File: src/rtl/shift_seq_ctrl_pkg.sv
// shift_seq_ctrl_pkg: op/state encodings and effective shift amount for shift_seq_ctrl
package shift_seq_ctrl_pkg;
   typedef enum logic [2:0] {OP_LSL = 3'd0, OP_LSR = 3'd1, OP_ASR = 3'd2, OP_ROL = 3'd3, OP_ROR = 3'd4} op_t;
   typedef enum logic [1:0] {IDLE, LOAD, SHIFT, DONE} state_t;
   function automatic op_t norm_op(input logic [2:0] op);
      return op > 3'd4 ? OP_LSL : op_t'(op);
   endfunction
   // rotates wrap modulo the width, plain shifts saturate at the width
   function automatic int eff_amt(input op_t op, input int amt, input int w);
      return (op == OP_ROL || op == OP_ROR) ? amt % w : (amt > w ? w : amt);
   endfunction
endpackage

File: src/rtl/shift_seq_ctrl.sv
// shift_seq_ctrl: runs multi-bit shift/rotate commands on a loadable single-bit shift register
module shift_seq_ctrl
   import shift_seq_ctrl_pkg::*;
#(
   parameter int W  = 8,
   parameter int CW = $clog2(W) + 1
) (
   input  logic          clk,
   input  logic          rst_b,
   input  logic          cmd_valid,
   output logic          cmd_ready,
   input  logic [2:0]    cmd_op,
   input  logic [W-1:0]  cmd_data,
   input  logic [CW-1:0] cmd_amt,
   input  logic          abort,
   output logic          r_ld,
   output logic          r_clr,
   output logic          r_ls,
   output logic          r_rs,
   output logic          r_left,
   output logic          r_right,
   output logic [W-1:0]  r_d,
   input  logic [W-1:0]  r_q,
   output logic          res_valid,
   input  logic          res_ready,
   output logic [W-1:0]  res_data,
   output logic          res_carry
);
   state_t        state;
   op_t           op;
   logic [W-1:0]  data;
   logic [CW-1:0] cnt;
   logic          carry;
   logic          clr;
   logic          lft;
   logic          shf;
   assign lft       = op == OP_LSL || op == OP_ROL;
   assign shf       = state == SHIFT;
   // the clear cycle after an abort holds off new commands
   assign cmd_ready = state == IDLE && !clr;
   assign r_clr     = clr;
   assign r_ld      = state == LOAD;
   assign r_d       = state == LOAD ? data : '0;
   assign r_ls      = shf && lft;
   assign r_rs      = shf && !lft;
   assign r_right   = shf && op == OP_ROL && r_q[W-1];
   assign r_left    = shf && ((op == OP_ASR && r_q[W-1]) || (op == OP_ROR && r_q[0]));
   assign res_valid = state == DONE;
   assign res_data  = res_valid ? r_q : '0;
   assign res_carry = res_valid && carry;
   always_ff @(posedge clk or negedge rst_b) begin
      if (!rst_b) begin
         state <= IDLE;
         op    <= OP_LSL;
         data  <= '0;
         cnt   <= '0;
         carry <= 1'b0;
         clr   <= 1'b0;
      end else begin
         clr <= abort && state != IDLE;
         if (abort && state != IDLE) state <= IDLE;
         else
            case (state)
               IDLE:
                  if (cmd_valid && cmd_ready) begin
                     op    <= norm_op(cmd_op);
                     data  <= cmd_data;
                     cnt   <= CW'(eff_amt(norm_op(cmd_op), int'(cmd_amt), W));
                     state <= LOAD;
                  end
               LOAD: begin
                  carry <= 1'b0;
                  state <= cnt != '0 ? SHIFT : DONE;
               end
               SHIFT: begin
                  carry <= lft ? r_q[W-1] : r_q[0];
                  cnt   <= cnt - 1'b1;
                  if (cnt == CW'(1)) state <= DONE;
               end
               DONE: if (res_ready) state <= IDLE;
               default: state <= IDLE;
            endcase
      end
   end
endmodule

File: config.mk
export PLATFORM = sky130hd
export DESIGN_NAME = shift_seq_ctrl
export DESIGN_NICKNAME = d
export VERILOG_FILES = /design/src/rtl/shift_seq_ctrl_pkg.sv /design/src/rtl/shift_seq_ctrl.sv
export SDC_FILE = /design/constraint.sdc
export NUM_CORES = 1
export LEC_CHECK = 0
export BUFFER_PORTS_ARGS = -buffer_cell sky130_fd_sc_hd__buf_2
export CORE_ASPECT_RATIO = 1.75
export CORE_MARGIN = 4
export CORE_UTILIZATION = 46
export DETAILED_ROUTE_END_ITERATION = 7
export PLACE_DENSITY_LB_ADDON = 0.08
export SETUP_SLACK_MARGIN = 0.2
export SLEW_MARGIN = 20
export SYNTH_ARGS = -nofsm -noshare
export SYNTH_HDL_FRONTEND = slang
export SYNTH_SLANG_ARGS = --single-unit
export TNS_END_PERCENT = 5
File: constraint.sdc
create_clock -name clk -period 2.8 [get_ports clk]
set_clock_uncertainty 0.2 [all_clocks]
set_input_delay 0.42 -clock clk [delete_from_list [all_inputs] [get_ports clk]]
set_output_delay 0.42 -clock clk [all_outputs]
set_load 0.02 [all_outputs]
Word level (Yosys, flattened, before mapping)

Index checks and enable logic that the tools add are counted.

Add/sub/neg operators: 1
$lt $le $gt $ge: 2
Eq/ne operators: 13
Mux-type cells: 15
Bitwise logic cells: 1
Reduce and logical (&&, ||, !) cells: 26

Operators by type and width:

| kind                  | number |
|---|---|
| $mux W8               | 2 |
| $mux W4               | 3 |
| $logic_and A1 B1 Y1   | 11 |
| $eq A3 B2 Y1 const B  | 3 |
| $ne A3 B1 Y1 const B  | 3 |
| $reduce_and A3 Y1     | 3 |
| $mux W2               | 4 |
| $pmux W2 S4           | 1 |
| $pmux W4 S2           | 1 |
| $eq A3 B3 Y1 const B  | 2 |
| $reduce_bool A2 Y1    | 3 |
| $eq A2 B2 Y1 const B  | 2 |
| $eq A4 B1 Y1 const B  | 1 |
| $gt A4 B4 Y1 const B  | 1 |
| $reduce_bool A4 Y1    | 1 |
| $sub A4 B1 Y4 const B | 1 |
| $gt A3 B3 Y1 const B  | 1 |
| $logic_not A3 Y1      | 1 |
| $logic_or A1 B1 Y1    | 3 |
| $mux W3               | 1 |
| $eq A2 B1 Y1 const B  | 1 |
| $logic_not A1 Y1      | 2 |
| $logic_not A2 Y1      | 1 |
| $mux W1               | 2 |
| 4 further kinds       | 4 |

Bits in registers: 19
Bits of input ports: 28
Word-level logic and storage cells: 64

Depth between registers and ports, before layout

Word-level depth: 7
Gate-level depth with buffers: 7

Worst setup path before layout

OpenSTA, ideal clock, no wires.

Path type: reg-to-output
Start point: register state[0]
End point: output port r_left
Data arrival time: 1.527 ns
Required time: 2.180 ns
Slack: 0.653 ns
Cell stages (with the launch flop): 6
Buffers on the path: 1
Cells stage by stage: dfrtp_1 -> inv_1 -> ha_1 -> buf_4 -> clkinv_1 -> nor3_1

Longest elaborated chain between the ends: 2

Ends and longest elaborated chain:

| element                | RTL line             | text |
|---|---|---|
| start, declared        | shift_seq_ctrl.sv:29 | `state_t state;` |
| start signal, assigned | shift_seq_ctrl.sv:73 | `state <= cnt != '0 ? SHIFT : DONE;` |
| $eq A2 B2 Y1           | shift_seq_ctrl.sv:38 | `assign shf = state == SHIFT;` |
| $logic_and A1 B1 Y1    | shift_seq_ctrl.sv:47 | `assign r_left = shf && ((op == OP_ASR && r_q[W-1]) \|\| (op == OP_ROR && r_q[0]));` |
| end, declared          | shift_seq_ctrl.sv:20 | `output logic r_left,` |

Every way passes these cells.

Worst setup path in the final report

Ends and elaborated chain as after synthesis.

==> metrics.txt <==
status=finished, final reports clean; worst slew pin tran=around 0.46 ns; # setup viols final=0; row count=23; drt total wl=roughly 2.7 mm; post-synth cell types=33; Die Height=74.21 um; Initial Utilization=0.4944; share of cells above drive strength 1=0.3966; Max Fclk=0.4203 GHz; initial antenna violation count=0; critical path class=register to primary output; crit end category=primary output; die width=around 46 um; Max-Slew Margin vs Limit=0.6931; startpoint class of the critical path=register; largest net degree at the start of global routing=20; H-tree depth=1; Yosys reg bits=19; via count=between 1000 and 1500; Ant. Diodes=0; Detailed Routing Iterations Pass 1=4; final setup margin=0.4207 ns; filler cell count=between 200 and 250; Peak VDD IR=between 500 and 600 uV; Critical-path top delay cell=dfrtp_1; synthesized area=between 1000 and 1500 um^2; Tot GR Track Use=0.1764; Synth Instances=roughly 120; Worst Path Required=2.18 ns; I/O Pins=53; TritonCTS Buffers=3; core area=about 2300 um^2; Gate power share=0.539; Reg area=between 400 and 500 um^2; TritonCTS clock tree=built; Cell Count, Final, Fillers Out=199; drt wl/cell=approximately 13 um; post-DP HPWL=roughly 2.1 mm; leakage dissipation=roughly 0.8 nW; sw power=666.0 uW; NumNets Final=roughly 210; synth warn=0; area post-placement=roughly 1400 um^2; Final Hold Fails=0; Hold Slack=around 0.19 ns; mean post-synth cell area=roughly 10 um^2; synth-to-layout area growth=30.40%; Sw Ratio=0.4338; placed cells=about 190; Final ANT Viol Nets=0; clock-pin slew on the worst setup and hold paths=around 0.070 ns; met2 WL=1.426 mm; Largest stage delay, worst path=around 0.44 ns; Clk Latency, worst-skew pair=0.26 ns; routability congestion estimate=0.7757; fin crit share=0.8497; share of total power in sequential cells=0.336; count of buffers from port buffering=52; clock share of power=0.125; critical-path maximum fanout=9; DR DRC count=0; Hold Crit Class=input pin to register; pre-CTS setup slack=approximately 0.53 ns; vias in the first global route=about 1100; unrepaired setup endpoints after global routing=no; CP Data Arrival Time=1.76 ns; Final Max Tran Viols=0; DR top layer=met4; setup TNS=0 ns; sequential fraction of the synthesis area=0.4126; multi-input combinational cell area=between 600 and 700 um^2; met3 wire len=roughly 190 um; post-synth net total=about 150; Post-Route M1 WL=1.030 mm; Int Pwr=869.2 uW; Tmin final=between 2 and 2.5 ns; global-route wire length before repair=roughly 4.5 mm; maximum clock path buffer count=2; critical-path cell list=inv_1 > ha_2 > clkinvlp_4 > nor3_1 > buf_2; vias per inst=5.256; Initial DRC Count=15; Root Driver=clkbuf_8; max cap viols=0; Design Area, Final=approximately 1500 um^2; die area=roughly 3400 um^2; Power Dens Cells=a little over 1000 nW/um^2; total gr overflow=0; CTS Sinks=19
[metal layers]
layer,vias up,track usage
li1,517,-
met5,-,0
met2,41,0.3313
met4,0,0.05380
met1,484,0.1865
met3,4,0.03874
[path summary, 6_finish.rpt]
| path | start | to | slack [ns] | cells past startpoint |
|---|---|---|---|---|
| max in group asynchronous | rst_b | data[3] | 1.68 | 2 |
| max | state[0] | r_left | 0.42 | 5 |
| max reg2reg | state[0] | cnt[2] | 0.58 | 5 |
| min reg2reg | carry | carry | 0.28 | 2 |
| min | cmd_data[7] | data[7] | 0.19 | 2 |
| min in group asynchronous | rst_b | carry | 0.43 | 2 |
[repair_timing]
action	CTS	global route
setup endpoints to repair	0	2
gates resized for setup	0	2
buffers inserted	0	0
endpoints found under the hold margin	19	0
hold buffers	1	0
[power groups by stage]
stage / combinational (mW) / sequential, mW / clock (mW)
final: 0.828 / 0.516 / 0.192
after floorplan: 0.614 / 0.495 / 0
after global placement: 0.806 / 0.509 / 0
after global routing: 0.924 / 0.532 / 0.214
after CTS: 0.834 / 0.514 / 0.196
after detailed placement: 0.826 / 0.519 / 0
[cells in the mapped netlist]
cell type	count	area share
xor2_1	1	0.0076
a31oi_1	2	0.011
a2bb2oi_1	1	0.0076
nand2_1	9	0.029
clkinv_1	1	0.0033
nand2b_1	4	0.022
or3b_1	1	0.0076
inv_1	7	0.023
o31ai_1	1	0.0065
and2_1	17	0.092
or4b_1	1	0.0087
buf_4	1	0.0065
o211ai_1	1	0.0065
nand3_1	2	0.0087
clkbuf_1	1	0.0033
nor3b_1	1	0.0065
a21oi_1	3	0.013
nand4_1	1	0.0054
o211a_1	1	0.0087
dfrtp_1	19	0.41
o221a_2	1	0.0098
and3_1	1	0.0054
o21ai_0	4	0.017
a22oi_1	1	0.0065
nor2b_1	1	0.0054
ha_1	6	0.065
nand3b_1	2	0.013
nor3_1	7	0.030
o31ai_4	1	0.018
mux2i_1	4	0.035
nor2_1	6	0.020
a21boi_0	1	0.0065
mux2_2	8	0.078
[flip-flops by register name, summed over array words and instances (netlist names)]
register	cells
data	8
carry	1
r_clr	1
cnt	4
state	2
op	3
[final cells by class]
| cell class | count | area share |
|---|---|---|
| clock buffers | 3 | 0.02748 |
| clock inverters | 1 | 0.003331 |
| well taps | 25 | 0.02082 |
| multi-input cells | 89 | 0.4246 |
| flip-flops and latches | 19 | 0.3164 |
| repair buffers | 54 | 0.1848 |
| inverters | 8 | 0.02248 |
[cell families after synthesis]
logic type                 after synthesis  synth area share
AOI/OAI and AO/OA                       17            0.1118
xor gates and xnor gates                 1          0.007602
adders and majority gates                6           0.06514
buffers and inverters                   10           0.03583
DFF                                     19            0.4126
muxes                                   12            0.1129
and+or+nand+nor                         53            0.2541
[placed cells by master (no fill, tap or decap), types with 3 or more instances in the layout]
master	n
mux2_2	8
a21oi_1	3
and2_1	17
nor3_1	7
nor2_1	6
inv_1	7
nand2_1	9
buf_2	52
clkbuf_8	3
o21ai_0	4
dfrtp_1	19
ha_1	5
mux2i_1	4
nand2b_1	4
[through the flow]
stage	utilization	total power, mW
finish	0.6447	1.535
global route	0.6447	1.670
CTS	0.6420	1.544
floorplan	-	1.109
detailed placement	0.6178	1.346
global placement	0.6178	1.315
[worst max-delay path: cells and delay by family (launching register included)]
family	cells	cell delay [ns]
DFF	1	0.44
adders and majority gates	1	0.30
buffers and inverters	3	0.54
and+or+nand+nor	1	0.22
No activity file was read; power rests on OpenSTA's default activity.
